[config.mk]
export PLATFORM = sky130hd
export DESIGN_NAME = register_file_sb
export DESIGN_NICKNAME = d
export VERILOG_FILES = /design/src/rtl/register_file_sb.sv
export SDC_FILE = /design/constraint.sdc
export NUM_CORES = 1
export LEC_CHECK = 0
export ABC_CLOCK_PERIOD_IN_PS = 4000
export CORE_MARGIN = 4
export CORE_UTILIZATION = 30
export CTS_CLUSTER_DIAMETER = 50
export CTS_CLUSTER_SIZE = 30
export DETAILED_ROUTE_END_ITERATION = 8
export PLACE_DENSITY = 0.48
export SLEW_MARGIN = 30
export SYNTH_ARGS = -nofsm -noshare
export SYNTH_HDL_FRONTEND = slang
export SYNTH_SLANG_ARGS = --single-unit
[constraint.sdc]
create_clock -name clk -period 4 [get_ports clk]
set_clock_uncertainty 0.2 [all_clocks]
set_input_delay 0.8 -clock clk [delete_from_list [all_inputs] [get_ports clk]]
set_output_delay 0.8 -clock clk [all_outputs]
set_load 0.02 [all_outputs]
[src/rtl/register_file_sb.sv]
`default_nettype none
// ============================================================================
// Module      : register_file_sb
// Description : Register file with scoreboard. DEPTH x WIDTH registers with
//               one write-back port and two combinational read ports, plus a
//               per-register busy bit. The busy bit marks a destination whose
//               write-back is still outstanding, so issue logic can stall.
//
// Ports       : clk                  - clock, all state updates on rising edge
//               rst                  - synchronous reset, active low
//               wr_en/wr_addr/wr_data - write-back; clears the busy bit
//               rd_en1/rd_addr1      - read port 1 enable and index
//               rd_en2/rd_addr2      - read port 2 enable and index
//               rd_data1/rd_data2    - read data (zero when the port is idle)
//               iss_en/iss_addr      - issue; sets the destination busy bit
//               busy1/busy2          - source register of port N is pending
//               stall                - either source is pending
//
// Revision    : 1.0 - initial release
// ============================================================================
module register_file_sb #(
    parameter int WIDTH    = 16,
    parameter int DEPTH    = 16,
    parameter int ZERO_REG = 1
) (
    input  logic                     clk,
    input  logic                     rst,
    input  logic                     wr_en,
    input  logic [$clog2(DEPTH)-1:0] wr_addr,
    input  logic [WIDTH-1:0]         wr_data,
    input  logic                     rd_en1,
    input  logic [$clog2(DEPTH)-1:0] rd_addr1,
    output logic [WIDTH-1:0]         rd_data1,
    input  logic                     rd_en2,
    input  logic [$clog2(DEPTH)-1:0] rd_addr2,
    output logic [WIDTH-1:0]         rd_data2,
    input  logic                     iss_en,
    input  logic [$clog2(DEPTH)-1:0] iss_addr,
    output logic                     busy1,
    output logic                     busy2,
    output logic                     stall
);

    localparam int AW = $clog2(DEPTH);
    localparam logic c_zero_en = (ZERO_REG != 0);

    logic [WIDTH-1:0] r_regs [DEPTH];
    logic [DEPTH-1:0] r_busy;

    // Register 0 is hard-wired when c_zero_en: writes and issues to it are
    // dropped here so neither its data nor its busy bit can ever change.
    logic w_wr_ok;
    logic w_iss_ok;
    logic w_hit1;
    logic w_hit2;

    assign w_wr_ok  = wr_en  && !(c_zero_en && (wr_addr  == '0));
    assign w_iss_ok = iss_en && !(c_zero_en && (iss_addr == '0));

    // Same-cycle write to the index being read: the port sees the new data,
    // so it must not report the register as pending either.
    assign w_hit1 = wr_en && (wr_addr == rd_addr1);
    assign w_hit2 = wr_en && (wr_addr == rd_addr2);

    always_ff @(posedge clk) begin
        if (!rst) begin
            for (int i = 0; i < DEPTH; i++) begin
                r_regs[i] <= '0;
            end
            r_busy <= '0;
        end else begin
            if (w_wr_ok) begin
                r_regs[wr_addr] <= wr_data;
            end
            for (int i = 0; i < DEPTH; i++) begin
                // Issue takes priority over write-back on the same index:
                // the newly issued instruction is the outstanding writer.
                if (w_iss_ok && (iss_addr == AW'(i))) begin
                    r_busy[i] <= 1'b1;
                end else if (w_wr_ok && (wr_addr == AW'(i))) begin
                    r_busy[i] <= 1'b0;
                end
            end
        end
    end

    // Read port 1
    always_comb begin
        rd_data1 = '0;
        if (rd_en1) begin
            if (c_zero_en && (rd_addr1 == '0)) begin
                rd_data1 = '0;
            end else if (w_hit1) begin
                rd_data1 = wr_data;
            end else begin
                rd_data1 = r_regs[rd_addr1];
            end
        end
    end

    // Read port 2
    always_comb begin
        rd_data2 = '0;
        if (rd_en2) begin
            if (c_zero_en && (rd_addr2 == '0)) begin
                rd_data2 = '0;
            end else if (w_hit2) begin
                rd_data2 = wr_data;
            end else begin
                rd_data2 = r_regs[rd_addr2];
            end
        end
    end

    assign busy1 = rd_en1 && r_busy[rd_addr1] && !w_hit1;
    assign busy2 = rd_en2 && r_busy[rd_addr2] && !w_hit2;
    assign stall = busy1 || busy2;

endmodule
`default_nettype wire

Word-level counts from Yosys, hierarchy flattened. Memories as Yosys holds them, arrays and structs flattened. Cells that the tools add are included.

Register bits: 16. Latch bits: 0. Memory bits (writable): 256. Memory bits (read-only): 0. Input port bits: 38. Output and inout bits: 35. Memories: 1.

Memories: r_regs (depth 16, width 16, read ports 2, clocked after Yosys merged registers in 0, write ports 16, line 47) `logic [WIDTH-1:0] r_regs [DEPTH];`.

Add/subtract/negate cells: 0. Multiply operators: 0. Divide/modulo/power cells: 0. Order comparisons: 2. Eq/ne operators: 32. Shift operators: 0. Multiplexer cells: 49. Bitwise operators: 0. Reductions and logical operators: 66.

Operators with widths (count): 16-bit 2-to-1 mux (7); 4-bit equality test (second input constant) (16); 1-bit logical AND (40); 1-bit 2-to-1 mux (39); 4-bit by 3-bit equality test with 1-bit output (second input constant) (8); 2-bit nonzero test (16); 4-bit by 2-bit equality test with 1-bit output (second input constant) (4); 4-bit zero test (4); 16-bit OR reduction (1); 4-bit by 5-bit < comparator with 1-bit output (second input constant) (2); 1-bit binary-select mux with 4-bit select (2); 4-bit by 1-bit equality test with 1-bit output (second input constant) (2); 4-bit equality test (2); 1-bit zero test (4); 4-bit 2-to-1 mux (1); 1-bit logical OR (1).

Longest topological paths before layout. Gate-level depths: netlist of the first run.

Word-level depth: 8. Depth in mapped cells: 8. Mapped depth without buffers: 5.

Worst setup path before layout of the first run. Ideal clock, no wire load.

Path type: input-to-output. Start point: input port rd_addr2[0]. End point: output port stall. Arrival time: 2.493 ns. Required time: 3.000 ns. Setup slack: 0.507 ns. Stages: 8. Path through: buf_4 -> buf_8 -> buf_6 -> nor2_1 -> a221oi_1 -> o211ai_1 -> a211oi_2 -> a41o_1.

Word-level cells in the longest chain between the ends: 5. Elaborated cells on any way between the ends: 8. Those cells by class: 1 x eq/ne; 2 x mux; 5 x reduce/logical.

Ends and longest elaborated chain: from (decl) (line 35) `input logic [$clog2(DEPTH)-1:0] rd_addr2,`; 1-bit binary-select mux with 4-bit select or 4-bit equality test (tied branches) (line 116, 63); 1-bit 2-to-1 mux (implied by the code) or 1-bit logical AND (tied branches) (line 116, 63); 1-bit logical AND or 1-bit zero test (tied branches) (line 116) `assign busy2 = rd_en2 && r_busy[rd_addr2] && !w_hit2;`; 1-bit logical AND * (line 116); named net busy2 (line 40) `output logic busy2,`; 1-bit logical OR * (line 117) `assign stall = busy1 || busy2;`; to (decl) (line 41) `output logic stall`.

Mark *: on every way through the listed nets, which the timed path passes. The rest lies on a longest branch. The select of a mux whose other input is x is not followed.

Worst setup path in the final report of the first run.
Start point: input port wr_addr[0]. End point: output port rd_data1[3].

Word-level cells in the longest chain between the ends: 5.

Ends and longest elaborated chain: from (decl) (line 29) `input logic [$clog2(DEPTH)-1:0] wr_addr,`; 4-bit equality test (line 62) `assign w_hit1 = wr_en && (wr_addr == rd_addr1);`; 1-bit logical AND (line 62); 16-bit 2-to-1 mux (line 93) `end else if (w_hit1) begin`; 16-bit 2-to-1 mux (line 91) `if (c_zero_en && (rd_addr1 == '0)) begin`; 16-bit 2-to-1 mux (line 90) `if (rd_en1) begin`; to (decl) (line 33) `output logic [WIDTH-1:0] rd_data1,`.

Every way passes these cells.

==> summary.md, run 1 <==
| Metric | Value |
|---|---|
| Layout area overhead | `25.7%` |
| CP max FO | `9` |
| Final Hold Fails | `0` |
| DR DRC count | `0` |
| # IOs | `73` |
| DR vias/cell | `5.18` |
| Minimum clock period | `3.94 ns` |
| Reg2Reg Setup Slack | `3.17 ns` |
| Total chip power | `7.96 mW` |
| Fmax | `254 MHz` |
| Final instance area | `18800 um2` |
| Mapped Area | `15000 um2` |
| Via count | `9779` |
| Fin cells | `1889` |
| Startpoint Class | `input pin` |
| Number of flops mapped to enable cells by yosys | `256` |
| Max Root-Sink Buffers | `3` |
| Remaining Overflow, GRT | `0` |
| R2R Path Start | `r_busy[11]` |
| Worst skew pair latency | `0.53 ns` |
| Share of cells above drive strength 1 | `32.2%` |
| DRT Pass-1 Iters | `5` |
| Worst hold slack | `0.285 ns` |
| Final Util | `38.3%` |
| Beginning of the worst hold path | `r_busy[1]` |
| ANT nets after route | `0` |
| CP Data Required Time | `3.00 ns` |
| Predominant post-synthesis flop cell | `edfxtp_1` |
| Crit path max-delay cell type | `clkdlybuf4s50_1` |
| Crit. End Element | `output pin` |
| Placed Cells | `1822` |
| PD cells | `423 nW/um2` |
| Capture point of the worst reg-to-reg path | `r_busy[11]` |
| Clock slew at reported path FFs | `0.05 ns` |
| Detail Placement HPWL | `34.9 mm` |
| Total of max-cap violations | `0` |
| Fin nets | `1236` |
| Routed wire per std cell | `26.7 um` |
| Synth top cells by count | `256 x edfxtp_1, 241 x and2_1, 139 x mux4_2` |
| Worst slew pin tran | `0.681 ns` |
| Worst Hold Depth | `2` |
| Setup WS post-layout | `0.0563 ns` |
| Register area share after synthesis | `53.5%` |
| H-tree lvl count | `2` |
| Most common cell in the netlist | `edfxtp_1` |
| Status | `completed` |
| Clk Tree Root Cell | `clkbuf_16` |
| Number of global-route vias before repair | `10200` |
| Rows | `81` |
| Ranking of synthesized cells by area | `edfxtp_1 51%, mux4_2 21%, and2_1 10%` |
| Antenna cell count | `0` |
| Antenna violations before repair | `0` |
| Asr flop ratio synth | `0%` |
| Pin count of the biggest net entering global routing | `27` |
| Post-synth top area share | `51.4%` |
| Hold EP | `r_busy[1]` |
| Routed WL | `50.5 mm` |
| Dpl cell area | `17500 um2` |
| Initial core utilization | `30.4%` |
| Period utilisation layout | `98.6%` |
| Setup Viol. Count Final | `0` |
| Slew HR | `54.5%` |
| CP delay by family, top | `buffers and inverters` |
| DIE AREA | `53500 um2` |
| Final TNS setup | `0 ns` |
| CTS tree | `yes` |
| Yosys Warn Count | `0` |
| Sink Count | `272` |
| Synth area leader | `edfxtp_1` |
| Total track usage | `18.8%` |
| Leak Pwr | `6.83 nW` |
| Die Span Y | `231 um` |
| Initial DRC count | `935` |
| Synth Area per Inst | `14.7 um2` |
| Largest stage delay, worst path | `0.51 ns` |
| Slew Limit Fails | `0` |
| Unique masters post-synth | `45` |
| RSZ-0062 raised after global routing | `yes` |
| Synth Register Bits | `272` |
| Global-route wire length before repair | `72.7 mm` |
| Worst Hold Class | `flop to flop` |
| Kind of critical path | `input pin to output pin` |
| Core area | `49200 um2` |
| R2R depth | `2` |
| Hold-fix buffers at CTS | `0` |
| Pre-CTS WS | `-0.391 ns` |
| Mapped Cells | `1015` |
| Critical path cell sequence | `clkdlybuf4s50_1 > xnor2_1 > nand3_1 > or3b_4 > nor2b_4 > buf_12 > a22o_1 > dlygate4sd2_1` |
| CP Data Arrival Time | `2.94 ns` |
| Die Wd | `231 um` |
| Buf/Inv on CP | `3` |
| Worst-case vdd ir drop | `0.233 mV` |
| CTS Buf Count | `36` |
| GPL Wtd Cong | `0.786` |
| I/O Buffers | `72` |
-- per-layer routing --
metal / routed length [um] / up-vias / GRT usage, %
met4: 1310 / 0 / 5.62
met2: 24200 / 292 / 30.7
li1: - / 4297 / -
met5: 0 / - / 0
met3: 2870 / 80 / 3.38
met1: 22100 / 5110 / 25.7
-- sequential cells by signal, summed over array words and instances, names as in the netlist --
name / cells
r_busy: 16
r_regs: 256
-- placed cells by master (no fill, tap or decap), types with 4 or more instances in the layout --
cell and count:
conb_1 16, o22ai_1 16, xnor2_1 6, nor2_1 11, nand3_1 5, mux4_2 139
edfxtp_1 256, buf_12 19, buf_4 134, a21oi_1 28, nand2_1 8, or3_1 4
buf_2 4, nor2b_1 30, nand2b_1 7, a211oi_2 4, clkbuf_16 38, clkdlybuf4s50_1 29
inv_1 19, bufinv_16 5, a211oi_1 26, mux2i_1 30, dlymetal6s2s_1 6, a22o_1 32
inv_8 5, o21ai_2 15, and2_1 241, dfxtp_1 16, dlygate4sd2_1 26
-- cells by family (layout without fill, tap and decap cells) --
| group | Yosys count | count (layout) | share of synthesized area, % |
|---|---|---|---|
| xor+xnor | 8 | 8 | 0.468 |
| flops | 272 | 272 | 53.5 |
| compound gates | 128 | 128 | 5.96 |
| other cells | 1 | 16 | 0.0251 |
| mux | 170 | 170 | 23.0 |
| simple gates | 325 | 325 | 13.2 |
| buf+inv | 111 | 306 | 3.80 |
-- worst max-delay path by stage --
stage	cells after the start	startpoint	end
detailed placement	7	wr_addr[2]	rd_data1[3]
floorplan	8	rd_addr2[0]	stall
global route	9	wr_addr[3]	rd_data1[3]
finish	8	wr_addr[0]	rd_data1[3]
CTS	9	wr_addr[3]	rd_data2[2]
global placement	7	wr_addr[2]	rd_data1[3]
-- tightest hold or removal path, cell delays in order, from the launching register on --
cell	delay, ns
dfxtp_1	0.32
inv_1	0.05
o22ai_1	0.07
-- what timing repair did --
action | 4_1_cts | 5_1_grt
pin swaps | 3 | 1
gates resized for setup | 32 | 16
setup buffers | 0 | 2
endpoints found under the setup margin | 34 | 20
cloned | 0 | 0
-- where the power goes --
group	internal, mW	switching, mW	leakage (nW)	total, mW
logic	0.521	0.566	3.62	1.09
clock network	2.11	1.39	0.625	3.50
registers	3.28	0.0855	2.58	3.37
-- layout make-up --
cell class / count / area, um2
fill: 4616 / 30300
sequential: 272 / 8010
multi-input combinational: 647 / 6570
timing repair buffer: 221 / 2030
clock buffer: 40 / 958
tap: 664 / 831
clock inverter: 25 / 335
inverter: 20 / 75.1
No activity file was read; power rests on OpenSTA's default activity.
==> run 2, diff against run 1 <==
--- a/config.mk
+++ b/config.mk
@@ -5,12 +5,13 @@
 export SDC_FILE = /design/constraint.sdc
 export NUM_CORES = 1
 export LEC_CHECK = 0
-export ABC_CLOCK_PERIOD_IN_PS = 4000
+export ABC_CLOCK_PERIOD_IN_PS = 4100
 export CORE_MARGIN = 4
 export CORE_UTILIZATION = 30
 export CTS_CLUSTER_DIAMETER = 50
 export CTS_CLUSTER_SIZE = 30
 export DETAILED_ROUTE_END_ITERATION = 8
+export HOLD_SLACK_MARGIN = 0.05
 export PLACE_DENSITY = 0.48
 export SLEW_MARGIN = 30
 export SYNTH_ARGS = -nofsm -noshare
==> constraint.sdc (replaced) <==
create_clock -name clk -period 4.1 [get_ports clk]
set_clock_uncertainty 0.2 [all_clocks]
set_input_delay 0.615 -clock clk [delete_from_list [all_inputs] [get_ports clk]]
set_output_delay 0.615 -clock clk [all_outputs]
set_load 0.02 [all_outputs]
==> summary.md, run 2 (synthesis gave the netlist of run 1 again) <==
| Metric | Value |
|---|---|
| H-tree lvl count | `2 (unchanged)` |
| Fin cells | `1846 (-2.3%)` |
| Routed wire per std cell | `27.9 um (+4.5%)` |
| Slew HR | `52.6% (-1.9 points)` |
| Die Span Y | `231 um (unchanged)` |
| CP max FO | `12 (+3)` |
| Fmax | `253 MHz` |
| Minimum clock period | `3.95 ns` |
| Antenna violations before repair | `5 (+5)` |
| Hold-fix buffers at CTS | `0 (unchanged)` |
| Most frequent cells in the layout | `256 x edfxtp_1, 241 x and2_1, 139 x mux4_2` |
| Critical path launch point | `wr_addr[0]` |
| R2R depth | `2 (unchanged)` |
| Slew Limit Fails | `0 (unchanged)` |
| Initial core utilization | `30.4% (unchanged)` |
| Final Hold Fails | `0 (unchanged)` |
| Core area | `49200 um2 (unchanged)` |
| Final Util | `37.4% (-0.90 points)` |
| Remaining Overflow, GRT | `0 (unchanged)` |
| Total track usage | `19.3% (+0.46 points)` |
| I/O Buffers | `72 (unchanged)` |
| ANT nets after route | `0 (unchanged)` |
| Period utilisation layout | `96.4%` |
| Sink Count | `272 (unchanged)` |
| Initial DRC count | `960 (+2.7%)` |
| R2R Path Start | `r_busy[10]` |
| Total of max-cap violations | `0 (unchanged)` |
| Status | `completed` |
| PD cells | `427 nW/um2 (+0.93%)` |
| Kind of critical path | `input pin to output pin` |
| Number of global-route vias before repair | `9918 (-2.7%)` |
| Worst slew pin tran | `0.711 ns (+0.0297 ns)` |
| Rows | `81 (unchanged)` |
| Reg with most FFs | `r_regs` |
| Worst Hold Class | `flop to flop` |
| Beginning of the worst hold path | `r_busy[9]` |
| Worst-case vdd ir drop | `0.226 mV (-2.8%)` |
| DR vias/cell | `5.25 (+1.5%)` |
| DIE AREA | `53500 um2 (unchanged)` |
| Clock slew at reported path FFs | `0.06 ns (about the same)` |
| Via count | `9695 (-0.86%)` |
| CTS Buf Count | `39 (+8.3%)` |
| # IOs | `73 (unchanged)` |
| Placed Cells | `1773 (-2.7%)` |
| Post-CTS sizing | `1 (-97%)` |
| Layout area overhead | `22.8%` |
| Global-route wire length before repair | `73.8 mm (+1.4%)` |
| Number of flip-flops in the largest register | `256 (unchanged)` |
| Leak Pwr | `6.39 nW (-6.5%)` |
| Commonest non-fill, non-tap cell in the layout | `edfxtp_1` |
| Worst Hold Depth | `2 (unchanged)` |
| Post-CTS setup buffers | `0 (unchanged)` |
| Setup Viol. Count Final | `0 (unchanged)` |
| Capture point of the worst reg-to-reg path | `r_busy[10]` |
| CTS tree | `yes` |
| Routed WL | `51.5 mm (+2.1%)` |
| Reg2Reg Setup Slack | `3.27 ns (+0.10 ns)` |
| RSZ-0062 raised after global routing | `no` |
| Largest regs | `r_regs (256), r_busy (16)` |
| Die Wd | `231 um (unchanged)` |
| Startpoint Class | `input pin` |
| Fin nets | `1188 (-3.9%)` |
| Pin count of the biggest net entering global routing | `39 (+44%)` |
| Worst skew pair latency | `0.54 ns (about the same)` |
| Detail Placement HPWL | `33.1 mm (-5.1%)` |
| Crit. End Element | `output pin` |
| CP Data Required Time | `3.28 ns (+0.28 ns)` |
| GPL Wtd Cong | `0.799 (+1.6%)` |
| DR DRC count | `0 (unchanged)` |
| DRT Pass-1 Iters | `5 (unchanged)` |
| CP Data Arrival Time | `3.14 ns (+0.20 ns)` |
| Clk Tree Root Cell | `clkbuf_16` |
| Share of cells above drive strength 1 | `29.3% (-2.9 points)` |
| Hold EP | `r_busy[9]` |
| Max Root-Sink Buffers | `3 (unchanged)` |
-- run 2: worst max-delay path by stage --
stage	end	slack, ns
CTS	rd_data1[9]	0.17
detailed placement	rd_data1[3]	-0.07
global placement	rd_data1[10]	-0.12
finish	rd_data1[9]	0.15
floorplan	stall	0.98
global route	rd_data1[11]	0.06
-- run 2: stage by stage --
step	instance area [um2]	setup slack, ns	setup TNS [ns]	hold slack, ns	total power [mW]
finish	18400	0.146	0	0.285	7.84
global route	18400	0.0592	0	0.302	8.12
global placement	17000	-0.118	-0.979	0.270	4.38
floorplan	15000	0.977	0	0.247	3.93
CTS	18400	0.172	0	0.282	7.91
detailed placement	17000	-0.0731	-0.584	0.270	4.38
-- run 2: routing by layer --
metal / share of wire, % / vias up / track usage, %
met5: 0 / - / 0
met4: 3.0 / 0 / 6.37
met3: 6.4 / 79 / 3.60
met2: 46 / 381 / 30.1
met1: 44 / 5028 / 27.2
li1: - / 4207 / -
-- run 2: critical path: stages --
cell	delay [ns]
clkdlybuf4s50_1	0.50
xnor2_1	0.14
nand3_1	0.15
or3b_1	0.48
nor2_2	0.20
buf_12	0.21
a22o_1	0.19
clkdlybuf4s50_1	0.62
-- run 2: final cells by class --
type                    instances  area, um2
clock inverters                32        359
repair buffers                170       1550
inverters                      20       75.1
multi-input cells             647       6540
flip-flops and latches        272       8010
fillers                      4605      30800
clock buffers                  40       1000
well taps                     664        831
diodes                          1       2.50
-- run 2: where the power goes --
| group | leakage (nW) | switching [mW] | internal [mW] | total, mW |
|---|---|---|---|---|
| clock | 0.645 | 1.43 | 2.09 | 3.53 |
| sequential | 2.58 | 0.0820 | 3.20 | 3.29 |
| combinational | 3.16 | 0.546 | 0.485 | 1.03 |
==> run 3, diff against run 2 <==
--- a/config.mk
+++ b/config.mk
@@ -13,6 +13,7 @@
 export DETAILED_ROUTE_END_ITERATION = 8
 export HOLD_SLACK_MARGIN = 0.05
 export PLACE_DENSITY = 0.48
+export REMOVE_ABC_BUFFERS = 1
 export SLEW_MARGIN = 30
 export SYNTH_ARGS = -nofsm -noshare
 export SYNTH_HDL_FRONTEND = slang
==> summary.md, run 3 (synthesis gave the netlist of run 1 again) <==
| Metric | Value |
|---|---|
| Startpoint Class | `input pin` |
| Most frequent cells in the layout | `256 x edfxtp_1, 241 x and2_1, 139 x mux4_2` |
| R2R Path Start | `r_busy[6]` |
| Crit. End Element | `output pin` |
| Pint | `5.54 mW (-4.2%)` |
| # IOs | `73 (unchanged)` |
| ANT nets after route | `0 (unchanged)` |
| Number of flip-flops in the largest register | `256 (unchanged)` |
| Worst-case vdd ir drop | `0.214 mV (-5.3%)` |
| Kind of critical path | `input pin to output pin` |
| Leak Pwr | `6.37 nW (-0.28%)` |
| CTS tree | `yes` |
| Comb power frac | `14.0% (+0.9 points)` |
| Fmax | `254 MHz (+0.50%)` |
| Detail Placement HPWL | `34.2 mm (+3.5%)` |
| Final Hold Fails | `0 (unchanged)` |
| CP Data Arrival Time | `3.12 ns (-0.02 ns)` |
| DR vias/cell | `5.28 (+0.51%)` |
| Final Util | `37.3% (-0.059 points)` |
| Die Wd | `231 um (unchanged)` |
| Routed wire per std cell | `28.3 um (+1.5%)` |
| Final TNS setup | `0 ns (unchanged)` |
| Slew Limit Fails | `0 (unchanged)` |
| Layout area overhead | `22.6%` |
| Commonest non-fill, non-tap cell in the layout | `edfxtp_1` |
| Via count | `9718 (+0.24%)` |
| Initial core utilization | `30.4% (unchanged)` |
| Slew HR | `45.2% (-7.5 points)` |
| R2R depth | `2 (unchanged)` |
| Sink Count | `272 (unchanged)` |
| Flop pwr share | `43.7% (+1.8 points)` |
| Largest regs | `r_regs (256), r_busy (16)` |
| Post-CTS sizing | `0 (-1)` |
| Final instance area | `18300 um2 (-0.16%)` |
| Clk Tree Root Cell | `clkbuf_16` |
| Worst Hold Depth | `2 (unchanged)` |
| P_sw | `1.99 mW (-3.5%)` |
| CP max FO | `9 (-3)` |
| Dpl cell area | `17100 um2 (+0.77%)` |
| GPL Wtd Cong | `0.815 (+2.0%)` |
| Core area | `49200 um2 (unchanged)` |
| Setup WS post-layout | `0.165 ns (+0.0197 ns)` |
| DIE AREA | `53500 um2 (unchanged)` |
| Worst slew pin tran | `0.822 ns (+0.112 ns)` |
| Fillers | `4632 (+0.59%)` |
| H-tree lvl count | `2 (unchanged)` |
| Die Span Y | `231 um (unchanged)` |
| DRT Pass-1 Iters | `5 (unchanged)` |
| Critical path launch point | `wr_addr[3]` |
| Max Root-Sink Buffers | `3 (unchanged)` |
| PD cells | `410 nW/um2 (-3.9%)` |
| Pin count of the biggest net entering global routing | `55 (+41%)` |
| Hold-fix buffers at CTS | `0 (unchanged)` |
| Initial DRC count | `881 (-8.2%)` |
| Routed WL | `52.2 mm (+1.3%)` |
| Rows | `81 (unchanged)` |
| Clock slew at reported path FFs | `0.05 ns (about the same)` |
| Switching power share of the total | `26.4% (+0.14 points)` |
| DR DRC count | `0 (unchanged)` |
| Number of global-route vias before repair | `10200 (+2.9%)` |
| CTS Buf Count | `37 (-5.1%)` |
| Period utilisation layout | `96.0% (-0.48 points)` |
| Beginning of the worst hold path | `r_busy[12]` |
| Setup Viol. Count Final | `0 (unchanged)` |
| Global-route wire length before repair | `75.2 mm (+1.9%)` |
| Remaining Overflow, GRT | `0 (unchanged)` |
| Total of max-cap violations | `0 (unchanged)` |
| I/O Buffers | `72 (unchanged)` |
| Antenna violations before repair | `5 (unchanged)` |
| Worst skew pair latency | `0.55 ns (about the same)` |
| Clock share of power | `42.4% (-2.6 points)` |
| CP Data Required Time | `3.28 ns (about the same)` |
| Status | `completed` |
| Pre-CTS WS | `0.154 ns (+0.227 ns)` |
| Minimum clock period | `3.93 ns (-0.0197 ns)` |
| Fin nets | `1185 (-0.25%)` |
| Share of cells above drive strength 1 | `28.6% (-0.70 points)` |
| Reg with most FFs | `r_regs` |
| Total track usage | `19.6% (+0.33 points)` |
| RSZ-0062 raised after global routing | `no` |
| Worst Hold Class | `flop to flop` |
| Post-CTS setup buffers | `0 (unchanged)` |
## run 3: cell count changes in the layout (fill, tap and decap cells not counted), sizes merged
cell,delta
clkinvlp,-2
diode,+1
bufinv,-3
buf,-1
## run 3: critical path, stage by stage
cell and delay (ns):
clkdlybuf4s50_1 0.49, buf_4 0.19, xnor2_1 0.13, nand4_1 0.30, nor3_4 0.27, buf_4 0.30
a22o_1 0.20, clkdlybuf4s50_1 0.61
## run 3: layer usage
layer / up-vias / track usage (%) / routed length [um]
met5: - / 0 / 0
met2: 359 / 31.8 / 24900
met1: 5071 / 27.3 / 22500
li1: 4200 / - / -
met3: 88 / 3.01 / 3360
met4: 0 / 5.77 / 1420
## run 3: worst paths after layout
path,to,slack (ns)
min reg2reg,r_busy[12],0.28
min,r_busy[12],0.28
max,rd_data2[1],0.17
max reg2reg,r_busy[6],3.25
## run 3: area by class of cell
| class | count | area [um2] | share of cell area [%] |
|---|---|---|---|
| antenna | 2 | 5.00 | 0.0273 |
| clock buffer | 40 | 980 | 5.34 |
| clock inverter | 27 | 224 | 1.22 |
| inverter | 20 | 75.1 | 0.409 |
| multi-input combinational | 647 | 6540 | 35.7 |
| sequential | 272 | 8010 | 43.7 |
| tap | 664 | 831 | 4.53 |
| timing repair buffer | 169 | 1680 | 9.16 |
## run 3: per-stage QoR
stage / power (mW) / hold WS (ns) / cells
6_report: 7.53 / 0.283 / 1841
5_1_grt: 7.80 / 0.315 / 1839
4_1_cts: 7.60 / 0.286 / 1839
3_5_place_dp: 4.40 / 0.275 / 1772
3_3_place_gp: 4.40 / 0.265 / 1772
2_1_floorplan: 3.82 / 0.247 / 939
## run 3: power groups by stage
stage,sequential [mW],clock (mW),combinational (mW)
5_1_grt,3.30,3.39,1.11
3_5_place_dp,3.34,0,1.06
4_1_cts,3.28,3.25,1.06
3_3_place_gp,3.34,0,1.06
6_report,3.29,3.19,1.05
2_1_floorplan,3.31,0,0.511
